<file path="src/rtl/conv_pkg.sv">
// rtl/conv_pkg.sv - shared defaults and frame geometry helper for the convolution collector
package conv_pkg;

  localparam int DEF_CH    = 3;
  localparam int DEF_DW    = 8;
  localparam int DEF_IMG_W = 8;
  localparam int DEF_IMG_H = 8;
  localparam int DEF_K     = 3;

  // Number of window positions kept per frame for a given raster, kernel and stride.
  function automatic int kept_per_frame(input int img_w, input int img_h,
                                        input int k, input int stride);
    return ((img_h - k) / stride + 1) * ((img_w - k) / stride + 1);
  endfunction

endpackage

</file>
<file path="src/rtl/conv_fifo.sv">
// rtl/conv_fifo.sv - first-word fall-through FIFO with wrap-bit pointers
module conv_fifo #(
  parameter int W     = 25,
  parameter int DEPTH = 8
) (
  input  logic                         clk,
  input  logic                         rst_n,
  input  logic                         push,
  input  logic [W-1:0]                 wdata,
  input  logic                         pop,
  output logic [W-1:0]                 rdata,
  output logic                         full,
  output logic                         empty,
  output logic [$clog2(DEPTH+1)-1:0]   level
);

  localparam int AW = $clog2(DEPTH);

  logic [AW:0]  wr_ptr;
  logic [AW:0]  rd_ptr;
  logic [W-1:0] mem [DEPTH];
  logic         do_push;
  logic         do_pop;

  // Same index with opposite wrap bits means the write pointer has lapped the read pointer.
  assign full    = (wr_ptr[AW-1:0] == rd_ptr[AW-1:0]) && (wr_ptr[AW] != rd_ptr[AW]);
  assign empty   = (wr_ptr == rd_ptr);
  assign level   = wr_ptr - rd_ptr;
  assign rdata   = mem[rd_ptr[AW-1:0]];
  assign do_push = push && !full;
  assign do_pop  = pop && !empty;

  // Pointer update; reset empties the queue regardless of contents.
  always_ff @(posedge clk or negedge rst_n) begin
    if (!rst_n) begin
      wr_ptr <= '0;
      rd_ptr <= '0;
    end else begin
      if (do_push) wr_ptr <= wr_ptr + 1'b1;
      if (do_pop)  rd_ptr <= rd_ptr + 1'b1;
    end
  end

  // Storage write; contents are never reset, the pointers define validity.
  always_ff @(posedge clk) begin
    if (do_push) mem[wr_ptr[AW-1:0]] <= wdata;
  end

endmodule

</file>
<file path="src/rtl/conv_collector.sv">
// rtl/conv_collector.sv - keeps strided valid-window convolution beats and queues them downstream
module conv_collector
  import conv_pkg::*;
#(
  parameter int CH     = DEF_CH,
  parameter int DW     = DEF_DW,
  parameter int IMG_W  = DEF_IMG_W,
  parameter int IMG_H  = DEF_IMG_H,
  parameter int K      = DEF_K,
  parameter int STRIDE = 1,
  parameter int DEPTH  = 8
) (
  input  logic                         clk,
  input  logic                         rst_n,
  input  logic                         in_vld,
  output logic                         in_rdy,
  input  logic [CH*DW-1:0]             in_data,
  input  logic                         frame_start,
  output logic                         out_vld,
  input  logic                         out_rdy,
  output logic [CH*DW-1:0]             out_data,
  output logic                         out_last,
  output logic                         frame_done,
  output logic [$clog2(DEPTH+1)-1:0]   level
);

  localparam int RW       = (IMG_H > 1) ? $clog2(IMG_H) : 1;
  localparam int CW       = (IMG_W > 1) ? $clog2(IMG_W) : 1;
  localparam int LAST_ROW = (K - 1) + ((IMG_H - K) / STRIDE) * STRIDE;
  localparam int LAST_COL = (K - 1) + ((IMG_W - K) / STRIDE) * STRIDE;

  logic [RW-1:0]    row;
  logic [CW-1:0]    col;
  logic [RW-1:0]    cur_row;
  logic [CW-1:0]    cur_col;
  logic             accept;
  logic             keep;
  logic             is_last;
  logic             full;
  logic             empty;
  logic [CH*DW:0]   head;

  assign accept  = in_vld && in_rdy;
  // A beat arriving with frame_start belongs to the new frame's origin.
  assign cur_row = frame_start ? '0 : row;
  assign cur_col = frame_start ? '0 : col;

  // Keep decision for the window whose bottom-right corner is at the current position.
  always_comb begin
    keep    = 1'b0;
    is_last = 1'b0;
    if ((int'(cur_row) >= K - 1) && (int'(cur_col) >= K - 1)) begin
      keep = ((int'(cur_row) - (K - 1)) % STRIDE == 0) &&
             ((int'(cur_col) - (K - 1)) % STRIDE == 0);
    end
    is_last = keep && (int'(cur_row) == LAST_ROW) && (int'(cur_col) == LAST_COL);
  end

  // Raster position tracking in row-major order.
  always_ff @(posedge clk or negedge rst_n) begin
    if (!rst_n) begin
      row <= '0;
      col <= '0;
    end else if (accept) begin
      if (int'(cur_col) == IMG_W - 1) begin
        col <= '0;
        row <= (int'(cur_row) == IMG_H - 1) ? '0 : cur_row + 1'b1;
      end else begin
        col <= cur_col + 1'b1;
        row <= cur_row;
      end
    end else if (frame_start) begin
      row <= '0;
      col <= '0;
    end
  end

  conv_fifo #(
    .W     (CH*DW + 1),
    .DEPTH (DEPTH)
  ) u_fifo (
    .clk   (clk),
    .rst_n (rst_n),
    .push  (accept && keep),
    .wdata ({is_last, in_data}),
    .pop   (out_rdy),
    .rdata (head),
    .full  (full),
    .empty (empty),
    .level (level)
  );

  assign in_rdy   = !full;
  assign out_vld  = !empty;
  assign out_data = head[CH*DW-1:0];
  assign out_last = head[CH*DW] && !empty;

  // One-cycle pulse after the frame's final kept beat leaves the queue.
  always_ff @(posedge clk or negedge rst_n) begin
    if (!rst_n) frame_done <= 1'b0;
    else        frame_done <= out_vld && out_rdy && out_last;
  end

endmodule

</file>
<file path="config.mk">
export PLATFORM = sky130hd
export DESIGN_NAME = conv_collector
export DESIGN_NICKNAME = d
export VERILOG_FILES = /design/src/rtl/conv_pkg.sv /design/src/rtl/conv_fifo.sv /design/src/rtl/conv_collector.sv
export SDC_FILE = /design/constraint.sdc
export NUM_CORES = 1
export LEC_CHECK = 0
export ABC_AREA = 1
export ABC_CLOCK_PERIOD_IN_PS = 5800
export CORE_MARGIN = 2
export CORE_UTILIZATION = 45
export CTS_CLUSTER_DIAMETER = 30
export DETAILED_ROUTE_END_ITERATION = 10
export SETUP_SLACK_MARGIN = 0.2
export SLEW_MARGIN = 20
export SYNTH_ARGS = -nofsm -noshare
export SYNTH_HDL_FRONTEND = slang
export SYNTH_HIERARCHICAL = 1
export SYNTH_SLANG_ARGS = --single-unit
</file>
<file path="constraint.sdc">
create_clock -name clk -period 5.8 [get_ports clk]
set_clock_uncertainty 0.1 [all_clocks]
set_input_delay 1.16 -clock clk [delete_from_list [all_inputs] [get_ports clk]]
set_output_delay 1.16 -clock clk [all_outputs]
set_load 0.03 [all_outputs]
</file>
==> results.sh <==
export IMPL_p_total_uw=5910
export IMPL_clk_pin_slew_ns=0.05
export IMPL_rsz0062_at_grt="false"
export IMPL_end_kind="primary output"
export IMPL_drt_total_wl_mm=20.2
export IMPL_synth_seq_cells=215
export IMPL_grt_antenna_before_repair=0
export IMPL_post_cts_resized=0
export IMPL_numClockSinks=215
export IMPL_area_growth_pct=21.7
export IMPL_cts_hold_buf=0
export IMPL_grt_pass1_vias=6469
export IMPL_avgSynthCellArea_um2=9.65
export IMPL_final_cell_mix="nand2_1, inv_1, edfxtp_1"
export IMPL_wl_per_cell_um=14.5
export IMPL_die_h_um=152
export IMPL_crit_arrival_ns=2.81
export IMPL_drc=0
export IMPL_detail_route_iter0_violations=331
export IMPL_ir_drop_mv=0.359
export IMPL_grt_pass1_wl_mm=32.3
export IMPL_setup_tns_ns=0
export IMPL_start_util=0.455
export IMPL_syn_area_um2=9830
export IMPL_slew_headroom=0.360
export IMPL_std_cell_rows=54
export IMPL_vias=6462
export IMPL_period_share=0.702
export IMPL_io_pins=61
export IMPL_critPathKind="register to primary output"
export IMPL_fmax_mhz=246
export IMPL_clkLatencyLatePin_ns=0.49
export IMPL_slew_viol_final=0
export IMPL_period_needed_ns=4.07
export IMPL_maxCapViolations=0
export IMPL_postRouteAntennaNets=0
export IMPL_status="finished clean"
export IMPL_drive_gt1_frac=0.0806
export IMPL_first_pass_iters=5
export IMPL_netlist_instances=1018
export IMPL_postCtsSetupBuffers=0
export IMPL_portBuffers=60
export IMPL_hpwlAfterDp_mm=10.8
export IMPL_synth_cell_types=25
export IMPL_cts_max_path_buffers=3
export IMPL_htreeDepth=2
export IMPL_tritoncts="yes"
export IMPL_power_per_cell_area_nw_per_um2=494
export IMPL_yosysWarnings=6
export IMPL_startpoint_type="register"
export IMPL_crit_path_max_fanout=65
export IMPL_cts_buffers=39
export IMPL_syn_nets=1057
export IMPL_yosysSeqAreaShare=0.649
export IMPL_core_um2=21600
export IMPL_clockRootBuffer="clkbuf_16"
export IMPL_setup_slack_ns=1.73
export IMPL_diodes=0
export IMPL_die_area_um2=23000
export IMPL_grt_ovfl_total=0
export IMPL_mostFrequentLayoutCell="nand2_1"
export IMPL_tightest_slew_ns=0.961
export IMPL_place_ws_ns=1.59
export IMPL_grt_max_degree=103
export IMPL_grt_usage=0.183
export IMPL_cp_required_ns=4.54
export IMPL_p_leak_uw=0.00548
export IMPL_nets=1124
export IMPL_hold_class="register to register"
export IMPL_hold_violations=0
export IMPL_drt_vias_per_instance=4.63
export IMPL_gp_congestion=0.775
export IMPL_finalSetupViolations=0
export IMPL_die_width_um=152
-- through the flow --
step	std cells	util	hold slack (ns)	instance area (um^2)
after detailed placement	1323	0.491	0.358	10600
final	1396	0.553	0.372	12000
after floorplan	1018	-	0.335	9830
after global routing	1396	0.553	0.396	12000
after CTS	1395	0.552	0.373	11900
after global placement	1323	0.491	0.351	10600
-- cells by family (layout without fill, tap and decap cells) --
group | after synthesis | count (layout) | share of synthesized area
flops | 215 | 215 | 0.649
compound gates | 4 | 4 | 0.00280
xor+xnor | 4 | 4 | 0.00357
buf+inv | 266 | 364 | 0.113
simple gates | 519 | 519 | 0.218
fa+ha+maj | 10 | 10 | 0.0135
-- cell usage after synthesis (all sizes together) --
master / number / area share
a21oi: 2 / 0.0010
and3: 1 / 0.00064
buf: 36 / 0.025
clkbuf: 5 / 0.0019
clkinv: 1 / 0.00038
dfrtp: 15 / 0.038
edfxtp: 200 / 0.61
fa: 1 / 0.0020
ha: 9 / 0.011
inv: 224 / 0.086
nand2: 381 / 0.15
nand3: 116 / 0.059
nand4: 2 / 0.0013
nor2: 18 / 0.0085
o21ai: 2 / 0.0018
or2: 1 / 0.00064
xnor2: 2 / 0.0018
xor2: 2 / 0.0018
-- where the power goes --
part           leakage, uW  internal (uW)  switching (uW)  total, uW
sequential         0.00198           1720            17.4       1740
combinational      0.00287            664            1300       1960
clock             0.000632           1490             714       2210
-- layer usage --
layer	wire [um]	track usage	up-vias
met1	8890	0.231	3013
li1	-	-	3298
met4	354	0.0611	0
met2	10100	0.324	125
met3	890	0.0287	26
met5	0	0	-
-- critical path: stages, from the launching register on --
cell             delay [ns]
dfrtp_4                0.50
inv_2                  0.06
buf_4                  0.36
buf_16                 0.32
nand2_1                0.08
nand3_1                0.09
nand2_1                0.07
nand2_1                0.05
nand2_1                0.11
clkdlybuf4s50_1        0.63
-- flip-flops by register name (all words and copies together) (netlist names) --
| signal | flops |
|---|---|
| u_fifo/mem | 200 |
| u_fifo/rd_ptr | 4 |
| u_fifo/wr_ptr | 4 |
| col | 3 |
| row | 3 |
| frame_done | 1 |
-- final timing paths --
kind                                               from                      endpoint  slack (ns)  cells after the start
setup / recovery           u_fifo/rd_ptr[0]$_DFFE_PN0P_                  out_data[22]        1.73                      9
hold / removal                         col[1]$_DFF_PN0_              col[1]$_DFF_PN0_        0.37                      1
setup reg to reg           u_fifo/wr_ptr[0]$_DFFE_PN0P_   u_fifo/mem[4][23]$_DFFE_PP_        2.17                     11
hold reg to reg                        col[1]$_DFF_PN0_              col[1]$_DFF_PN0_        0.37                      1
max in group asynchronous                         rst_n  u_fifo/rd_ptr[0]$_DFFE_PN0P_        4.09                      1
min in group asynchronous                         rst_n  u_fifo/rd_ptr[0]$_DFFE_PN0P_        0.99                      1
-- area by class of cell --
class	instances	area (um^2)
clock buffers	48	1040
clock inverters	24	264
fillers	1888	9660
inverters	225	845
multi-input cells	537	2390
flip-flops and latches	215	6390
well taps	280	350
repair buffers	67	677
(Power assumes the default switching activity.)
